File: config.mk
export PLATFORM = sky130hd
export DESIGN_NAME = dest_reg_pipe
export DESIGN_NICKNAME = d
export VERILOG_FILES = /design/src/rtl/dest_reg_pkg.sv /design/src/rtl/dest_match.sv /design/src/rtl/dest_reg_pipe.sv
export SDC_FILE = /design/constraint.sdc
export NUM_CORES = 1
export LEC_CHECK = 0
export ABC_AREA = 1
export CORE_MARGIN = 2
export CORE_UTILIZATION = 25
export DETAILED_ROUTE_END_ITERATION = 10
export PLACE_DENSITY = 0.6
export SETUP_SLACK_MARGIN = 0.4
export SYNTH_ARGS = -nofsm -noshare
export SYNTH_HDL_FRONTEND = slang
export SYNTH_SLANG_ARGS = --single-unit
File: constraint.sdc
create_clock -name clk -period 1.4 [get_ports clk]
set_input_delay 0.28 -clock clk [delete_from_list [all_inputs] [get_ports clk]]
set_output_delay 0.28 -clock clk [all_outputs]
set_load 0.05 [all_outputs]
File: src/rtl/dest_reg_pkg.sv
// Shared encodings for the destination-register tracking pipeline.
// Holds the regdst select codes and the fixed register numbers used by the hazard logic.
package dest_reg_pkg;

    typedef enum logic [1:0] {
        RD_RT   = 2'b00,
        RD_RD   = 2'b01,
        RD_LINK = 2'b10,
        RD_RSVD = 2'b11
    } regdst_e;

    localparam int ZERO_REG     = 0;
    localparam int LINK_REG_DEF = 31;

endpackage

File: src/rtl/dest_match.sv
// Youngest-stage match finder for one source register.
// Reports the lowest-indexed stage that will write src, encoded as stage+1 (0 = no match).
module dest_match
    import dest_reg_pkg::*;
#(
    parameter int ADDR_W = 5,
    parameter int DEPTH  = 3
) (
    input  logic [DEPTH*ADDR_W-1:0] dest_flat,
    input  logic [DEPTH-1:0]        wr_en_vec,
    input  logic [ADDR_W-1:0]       src,
    output logic [3:0]              sel
);

    // Walk from oldest to youngest so the youngest match is the last assignment.
    always_comb begin
        sel = 4'd0;
        for (int k = DEPTH - 1; k >= 0; k--) begin
            if (wr_en_vec[k] && (dest_flat[k*ADDR_W +: ADDR_W] == src) &&
                (src != ADDR_W'(ZERO_REG))) begin
                sel = 4'(k + 1);
            end
        end
    end

endmodule

File: src/rtl/dest_reg_pipe.sv
// Tracks the destination register of in-flight instructions across EX/MEM/WB
// and derives forwarding selects and the load-use stall condition from them.
module dest_reg_pipe
    import dest_reg_pkg::*;
#(
    parameter int ADDR_W   = 5,
    parameter int DEPTH    = 3,
    parameter int LINK_REG = LINK_REG_DEF
) (
    input  logic                    clk,
    input  logic                    rst,
    input  logic [1:0]              regdst,
    input  logic [ADDR_W-1:0]       rt,
    input  logic [ADDR_W-1:0]       rd,
    input  logic                    regwrite_in,
    input  logic                    memread_in,
    input  logic                    hold,
    input  logic                    bubble,
    input  logic [ADDR_W-1:0]       src_a,
    input  logic [ADDR_W-1:0]       src_b,
    output logic [DEPTH*ADDR_W-1:0] dest_flat,
    output logic [DEPTH-1:0]        wr_en_vec,
    output logic [3:0]              fwd_sel_a,
    output logic [3:0]              fwd_sel_b,
    output logic                    load_use
);

    typedef struct packed {
        logic [ADDR_W-1:0] dest;
        logic              wr_en;
        logic              memread;
    } entry_t;

    entry_t            stage_q [DEPTH];
    entry_t            entry_in;
    logic [ADDR_W-1:0] dest_sel;

    function automatic logic [ADDR_W-1:0] pick_dest(input logic [1:0]        sel,
                                                    input logic [ADDR_W-1:0] rt_f,
                                                    input logic [ADDR_W-1:0] rd_f);
        case (regdst_e'(sel))
            RD_RD:   return rd_f;
            RD_LINK: return ADDR_W'(LINK_REG);
            default: return rt_f;
        endcase
    endfunction

    // A write to register 0 is architecturally a no-op, so it never counts as a producer.
    always_comb begin
        dest_sel         = pick_dest(regdst, rt, rd);
        entry_in.dest    = dest_sel;
        entry_in.wr_en   = regwrite_in && (dest_sel != ADDR_W'(ZERO_REG));
        entry_in.memread = memread_in;
    end

    always_ff @(posedge clk or posedge rst) begin
        if (rst) begin
            for (int k = 0; k < DEPTH; k++) begin
                stage_q[k] <= '0;
            end
        end else if (!hold) begin
            stage_q[0] <= bubble ? entry_t'('0) : entry_in;
            for (int k = 1; k < DEPTH; k++) begin
                stage_q[k] <= stage_q[k-1];
            end
        end
    end

    for (genvar k = 0; k < DEPTH; k++) begin : g_flat
        assign dest_flat[k*ADDR_W +: ADDR_W] = stage_q[k].dest;
        assign wr_en_vec[k]                  = stage_q[k].wr_en;
    end

    dest_match #(
        .ADDR_W (ADDR_W),
        .DEPTH  (DEPTH)
    ) u_match_a (
        .dest_flat (dest_flat),
        .wr_en_vec (wr_en_vec),
        .src       (src_a),
        .sel       (fwd_sel_a)
    );

    dest_match #(
        .ADDR_W (ADDR_W),
        .DEPTH  (DEPTH)
    ) u_match_b (
        .dest_flat (dest_flat),
        .wr_en_vec (wr_en_vec),
        .src       (src_b),
        .sel       (fwd_sel_b)
    );

    // A select of 1 means stage 0 is the youngest writer of that source.
    assign load_use = stage_q[0].memread && ((fwd_sel_a == 4'd1) || (fwd_sel_b == 4'd1));

endmodule

## After elaboration in Yosys (flattened, before gate mapping)

Cells that the tools add are included.

| storage, ports and cells | value |
|---|---|
| register bits after elaboration | 19 |
| latch bits | 0 |
| memory bits (writable) | 0 |
| memory bits (read-only) | 0 |
| input port bits | 28 |
| logic and storage cells | 43 |
| memories kept | 0 |

| cells by class | value |
|---|---|
| $add $sub $neg | 0 |
| multipliers | 0 |
| divide/modulo/power cells | 0 |
| order comparisons | 0 |
| equal/unequal tests | 10 |
| shifts and indexed selects | 0 |
| mux-type cells | 8 |
| bitwise gates (word level) | 0 |
| reductions and logical operators | 18 |

Operators by type and width:

| cell | number |
|---|---|
| 5-bit == test | 6 |
| 5-bit nonzero test | 3 |
| 1-bit logical AND | 14 |
| 2-bit two-way mux | 6 |
| 5-bit one-hot mux with 2 select lines | 1 |
| 4-bit by 1-bit == test with 1-bit output (second input constant) | 2 |
| 7-bit two-way mux | 1 |
| 2-bit by 1-bit == test with 1-bit output (second input constant) | 1 |
| 2-bit == test (second input constant) | 1 |
| 1-bit logical OR | 1 |

## Depth between registers and ports, before layout

Gate-level depths: netlist of the first run.

| logic depth | value |
|---|---|
| depth after elaboration | 9 |
| gate-level depth with buffers | 8 |
| depth with buffers taken out | 8 |

## By module

Synthesis of the first run repeated with hierarchy kept, for this count alone.

| second synthesis, totals | value |
|---|---|
| cells, all modules | 297 |
| area total of the unflattened synthesis | 1,696.6 µm² |

Modules (own cells, without submodules):

| module | times used | cells an instance | area an instance (µm²) | seq. area each (µm²) |
|---|---|---|---|---|
| dest_reg_pipe | 1 | 127 | 1,011.0 | 475.5 |
| dest_match | 2 | 85 | 342.8 | 0.0 |

## Worst setup path after synthesis of the first run

No wires, ideal clock.

| timing path | value |
|---|---|
| path type | flip-flop to output port |
| start | register stage_q, in the netlist dest_flat[0] |
| end | output port load_use |
| arrival time | 1.484 ns |
| data required time | 1.120 ns |
| path slack | -0.364 ns |
| stages on the path, launching flop included | 9 |
| path buffers | 0 |
| cells stage by stage | dfrtp_1 > inv_1 > nand2_1 > nand2_1 > nor2_1 > nand2_1 > nor2_2 > nor2_1 > nor2_1 |

| between the ends | value |
|---|---|
| cells in the longest elaborated chain, start to end | 7 |
| elaborated cells between the ends (all ways) | 12 |
| those cells by class | eq/ne (4); mux (2); reduce/logical (6) |

Ends and longest elaborated chain:

| what | line | RTL |
|---|---|---|
| from (decl) | dest_reg_pipe.sv:34 | `entry_t stage_q [DEPTH];` |
| from (signal, indexed assignment) | dest_reg_pipe.sv:64 | `stage_q[k] <= stage_q[k-1];` |
| 5-bit == test | dest_match.sv:19 | `if (wr_en_vec[k] && (dest_flat[k*ADDR_W +: ADDR_W] == src) &&` |
| 1-bit logical AND (2 in series) | dest_match.sv:19 |  |
| 2-bit two-way mux | dest_match.sv:19 |  |
| 4-bit by 1-bit == test with 1-bit output | dest_reg_pipe.sv:95 | `assign load_use = stage_q[0].memread && ((fwd_sel_a == 4'd1) \|\| (fwd_sel_b == 4'd1));` |
| 1-bit logical OR * | dest_reg_pipe.sv:95 |  |
| 1-bit logical AND * | dest_reg_pipe.sv:95 |  |
| to (decl) | dest_reg_pipe.sv:25 | `output logic load_use` |

Every way passes the cells marked *; elsewhere a longest branch is shown, timed or not.

## Worst setup path after layout of the first run

| timing path | value |
|---|---|
| start | register stage_q, in the netlist dest_flat[14] |
| end | output port fwd_sel_b[1] |

| between the ends | value |
|---|---|
| cells in the longest elaborated chain, start to end | 6 |

Ends and longest elaborated chain:

| what | line | RTL |
|---|---|---|
| 5-bit == test | dest_match.sv:19 |  |
| 1-bit logical AND (2 in series) | dest_match.sv:19 |  |
| 2-bit two-way mux (3 in series) | dest_match.sv:19 |  |
| to (decl) | dest_reg_pipe.sv:24 | `output logic [3:0] fwd_sel_b,` |

No other way between the ends.

==> impl_metrics.tcl, run 1 <==
set metrics [dict create \
    outcome "complete, but fails checks" \
    cp-start-kind "register" \
    dpl_cell_area_sq_um 2630 \
    design_area_sq_um 3070 \
    avgSynthCellArea_sq_um 5.72 \
    num_vias 1876 \
    ys_seq_area_frac 0.296 \
    hold_buffers 0 \
    r2r_start "dest_flat[2]" \
    cts-htree-levels 1 \
    grt_pass1_wl_mm 8.00 \
    vias_per_cell 4.22 \
    coreArea_sq_um 6280 \
    p_leak_uw 0.00151 \
    grt_pass1_vias 1796 \
    cp_data_required_time_ns 1.12 \
    yosys-top-cells-area "nand2_1, dfrtp_1, buf_4, nor2_1, inv_1" \
    ir_drop_mv 0.350 \
    wire_per_inst_um 11.1 \
    cts_root_buf "clkbuf_8" \
    synth_top_area_share 0.304 \
    worst-r2r-cell-count 4 \
    start_util 0.256 \
    dp.final_hpwl_mm 3.82 \
    drive_gt1_frac 0.432 \
    grt_antenna_before_repair 0 \
    setup_violations 6 \
    slowest_stage "dfrtp_1" \
    p_per_area_nw_per_um2 843 \
    crit_type "register to output pin" \
    drv_slew 0 \
    clk-insertion-delay-late_ns 0.26 \
    grt_usage 0.140 \
    antenna_cells 0 \
    dr.pass1.iters 4 \
    grt_max_degree 24 \
    drc 0 \
    end_kind "output pin" \
    yosysUniqueCellTypes 15 \
    fmax_ghz 0.540 \
    cap_violations 0 \
    ff2ff_setup_slack_ns 0.44 \
    syn-cell-area_sq_um 1610 \
    gp_congestion 0.890 \
    cts_tree "done" \
    synth_warnings 0 \
    drt_iter0_markers 92 \
    hold_path_class "input port to asynchronous set/reset pin" \
    fp-row-count 29 \
    cts_buffers 3 \
    rr_endpoint "dest_flat[2]" \
    io_pins 55 \
    overflow 0 \
    setup_slack_ns -0.451 \
    area_delta_synth_final_pct 90.8 \
    hold_viol 0 \
    ant_nets 0 \
    clock_path_buffers 2 \
    whs_ns 0.335 \
    arrival_ns 1.57 \
    fp.dieH_um 84.2 \
    period_minus_slack_ns 1.85 \
    cts.reportedPaths.clkPinSlew_ns 0.08 \
    violations "negative setup slack" \
    drt-total-wl_mm 4.93 \
    dieWidth_um 84.2 \
    fin_nets 399 \
    cpPeakStageDelay_ns 0.42 \
    clock_sinks 19 \
    fin_skew_ns 0.00566 \
    finalSetupTns_ns -2.27 \
    synth.largest_area_cell "nand2_1" \
    ys_ff_latch 19 \
    crit_fanout 4 \
    io_buffers 50 \
    die-area_sq_um 7090 \
    power_uw 2580 \
    synthesis.instances 281 \
    rsz0062_at_grt "true" \
    crit_chain "buf_4 > nand2_2 > nand2_1 > nor2_1 > nand2_1 > nor2_2 > nor2_2 > nor2_4 > buf_12" \
    period_share 1.32 \
]
==> cell type report <==
type	instances	area (sq um)
Multi-Input combinational cell	205	1030
Timing Repair Buffer	105	1260
Sequential cell	19	483
Clock buffer	4	45.0
Inverter	35	150
Fill cell	656	3210
Tap cell	77	96.3
==> per-layer routing <==
metal | vias up | wire length (um) | global-route usage | part of all wire
met5 | - | 0 | 0 | 0
li1 | 997 | - | - | -
met3 | 9 | 231 | 0.0246 | 0.047
met4 | 0 | 115 | 0.0543 | 0.023
met1 | 819 | 2110 | 0.175 | 0.43
met2 | 51 | 2470 | 0.238 | 0.50
==> cells in the mapped netlist <==
cell and instances:
nor2_1 40, nor2_2 2, o21ai_1 1, o21ai_0 15, o22ai_1 6, nand2_1 130
nand3_1 3, inv_2 6, inv_1 29, or2_1 2, ha_1 2, buf_4 22
clkbuf_1 3, conb_1 1, dfrtp_1 19
==> where the power goes <==
part           switching [uW]  total (uW)  internal [uW]
combinational             722        1470            746
sequential               88.8         706            617
clock                     208         411            203
==> repair_timing <==
action                                  in CTS  in global routing
endpoints found under the setup margin      32                 30
pin swaps                                   12                 21
setup buffers                               10                  9
resized for setup                           62                 56
==> worst max-delay path by stage <==
stage,from,to,depth (start not counted)
3_3_place_gp,src_b[3],load_use,10
3_5_place_dp,src_b[3],load_use,10
5_1_grt,dest_flat[14],fwd_sel_b[1],9
4_1_cts,dest_flat[4],load_use,9
6_report,dest_flat[14],fwd_sel_b[1],9
2_1_floorplan,dest_flat[1],load_use,8
==> per-stage QoR <==
stage / utilization / setup slack, ns / instances
global route: 0.489 / -0.516 / 445
global placement: 0.419 / -0.693 / 422
CTS: 0.455 / -0.433 / 436
detailed placement: 0.419 / -0.662 / 422
finish: 0.489 / -0.451 / 445
floorplan: - / -0.0605 / 284
==> cells in the final DEF (no fill, tap or decap), types with 2 or more instances in the layout <==
master           Yosys  final
inv_1               29     13
o21ai_2              0      5
o21ai_1              1      3
dlygate4sd2_1        0     10
o22ai_2              0      4
inv_2                6     19
nand2_1            130    113
clkdlybuf4s50_1      0     14
o22ai_1              6      2
nand2_2              0     14
dfrtp_1             19     13
conb_1               1      4
buf_12               0     24
clkbuf_8             0      3
o21ai_0             15      8
nor2_1              40     24
nand2_4              0      3
buf_6                0     32
nor2_2               2     11
buf_4               22     23
dfrtp_2              0      6
nor2_4               0      7
nand3_1              3      2
==> cells by family (layout without fill, tap and decap cells) <==
kind of cell | after synthesis | count (layout) | synth area share
other | 1 | 4 | 0.00233
flip-flops | 19 | 19 | 0.296
buffers and inverters | 60 | 144 | 0.191
AO/OA/AOI/OAI | 22 | 22 | 0.0732
adder cells (fa/ha/maj) | 2 | 2 | 0.0156
AND/OR/NAND/NOR | 177 | 177 | 0.422
==> worst max-delay path: cells and delay by family (launching register included) <==
family                 cells  cell delay (ns)
buffers and inverters      2             0.29
flip-flops                 1             0.42
AND/OR/NAND/NOR            7             0.59
==> sequential cells by signal, summed over array words and instances (netlist names) <==
register,count
dest_flat,15
wr_en_vec,3
stage_q,1
Note: power is estimated with default switching activity, not from simulation.
==> run 2: changes to the inputs <==
Settings changed: CTS_CLUSTER_DIAMETER set to 80, PLACE_DENSITY 0.6 to unset.
==> results of run 2 <==
The final DEF is identical to that of run 1; final timing and power are the same.
==> run 3: changes to the inputs <==
Settings changed: PLACE_DENSITY_LB_ADDON set to 0.3.
==> run 3 against run 2 <==
Against the previous run:
- the run still ends with negative setup slack left
- clock power decreased by 4.9%
- final cell count decreased by 0.22%
- sequential power about the same
- utilization decreased by 0.10 points
- clock skew decreased by 0.0022 ns
- wire length increased by 1.4%
- maximum frequency increased by 1.6%
- sequential share of layout area about the same
- critical path type unchanged
- largest power group unchanged
==> impl_metrics.tcl, run 3 (same netlist as run 1, synthesis figures left out) <==
set metrics [dict create \
    rsz0062_at_grt "true" \
    fin_nets 398 \
    dieWidth_um 84.2 \
    vias_per_cell 4.20 \
    io_pins 55 \
    drt_iter0_markers 102 \
    die-area_sq_um 7090 \
    largest_reg_flops 15 \
    violations "negative setup slack" \
    clock_path_buffers 2 \
    gp_congestion 0.906 \
    cts_buffers 3 \
    setup_violations 6 \
    p_leak_uw 0.00151 \
    cts-htree-levels 1 \
    final_util 0.488 \
    fp.dieH_um 84.2 \
    overflow 0 \
    clock_sinks 19 \
    p_per_area_nw_per_um2 840 \
    ant_nets 0 \
    start_util 0.256 \
    grt_max_degree 24 \
    fmax_ghz 0.549 \
    dp.final_hpwl_mm 3.73 \
    final_cell_mix "nand2_1, buf_6, nor2_1, buf_12, inv_2" \
    hold_buffers 0 \
    antenna_cells 0 \
    crit_fanout 4 \
    dr.pass1.iters 4 \
    ff2ff_setup_slack_ns 0.39 \
    period_minus_slack_ns 1.82 \
    hold_viol 0 \
    grt_usage 0.138 \
    power_uw 2570 \
    end_kind "output pin" \
    grt_pass1_vias 1778 \
    setup_slack_ns -0.422 \
    cts_root_buf "clkbuf_8" \
    fin_skew_ns 0.00346 \
    arrival_ns 1.54 \
    wire_per_inst_um 11.2 \
    drt-total-wl_mm 4.99 \
    drive_gt1_frac 0.401 \
    fp-row-count 29 \
    cp-start-kind "register" \
    coreArea_sq_um 6280 \
    ir_drop_mv 0.388 \
    drv_slew 0 \
    clk-insertion-delay-late_ns 0.25 \
    num_vias 1865 \
    outcome "complete, but fails checks" \
    crit_type "register to output pin" \
    cp_data_required_time_ns 1.12 \
    io_buffers 50 \
    mostFrequentLayoutCell "nand2_1" \
    grt_pass1_wl_mm 8.00 \
    grt_antenna_before_repair 0 \
    whs_ns 0.346 \
    cap_violations 0 \
    hold_path_class "input port to asynchronous set/reset pin" \
    cts_tree "done" \
    period_share 1.30 \
    area_delta_synth_final_pct 90.4 \
    cts.reportedPaths.clkPinSlew_ns 0.08 \
    drc 0 \
]
==> run 3: worst max-delay path: stages (launching register included) <==
cell and delay (ns):
dfrtp_1 0.42, inv_1 0.07, nand2_1 0.05, nand2_1 0.07, nor2_1 0.13, nand2_1 0.08, nor2_2 0.15, nor2_2 0.07
nor2_4 0.10, buf_12 0.14
==> run 3: where the power goes <==
| part | internal [uW] | total [uW] | leakage (uW) | switching [uW] |
|---|---|---|---|---|
| clock | 202 | 391 | 0.0000228 | 189 |
| combinational | 751 | 1480 | 0.00125 | 724 |
| sequential | 616 | 703 | 0.000241 | 87.5 |
==> run 3: worst paths after layout <==
kind | cells after the start | endpoint | from
max in group asynchronous | 3 | dest_flat[12] | rst
min | 3 | stage_q[14] | rst
max reg2reg | 5 | dest_flat[14] | dest_flat[14]
max | 9 | fwd_sel_a[1] | dest_flat[13]
min reg2reg | 2 | stage_q[14] | stage_q[14]
min in group clk | 8 | wr_en_vec[0] | regdst[1]
==> run 3: through the flow <==
| step | instances | TNS, ns | cell area [sq um] | setup slack, ns |
|---|---|---|---|---|
| after floorplan | 284 | -0.0605 | 1700 | -0.0605 |
| after global placement | 423 | -5.18 | 2640 | -0.610 |
| after detailed placement | 423 | -5.29 | 2640 | -0.614 |
| after CTS | 433 | -2.25 | 2830 | -0.407 |
| after global routing | 444 | -2.78 | 3060 | -0.517 |
| final | 444 | -2.28 | 3060 | -0.422 |
==> run 3: timing repair <==
item,4_1_cts,5_1_grt
cloned,0,0
buffers inserted,6,11
gates resized for setup,57,51
pin swaps,13,23
endpoints found under the setup margin,30,30
==> run 3: per-layer routing <==
metal	part of all wire	vias up	track usage
met5	0	-	0
met2	0.51	46	0.246
met1	0.43	824	0.168
met4	0.016	0	0.0425
met3	0.047	6	0.0246
li1	-	989	-
==> run 3: final cells by class <==
class | instances | area, sq um
Tap cell | 77 | 96.3
Sequential cell | 19 | 482
Inverter | 35 | 150
Timing Repair Buffer | 104 | 1280
Clock buffer | 4 | 45.0
Fill cell | 639 | 3220
Multi-Input combinational cell | 205 | 1010
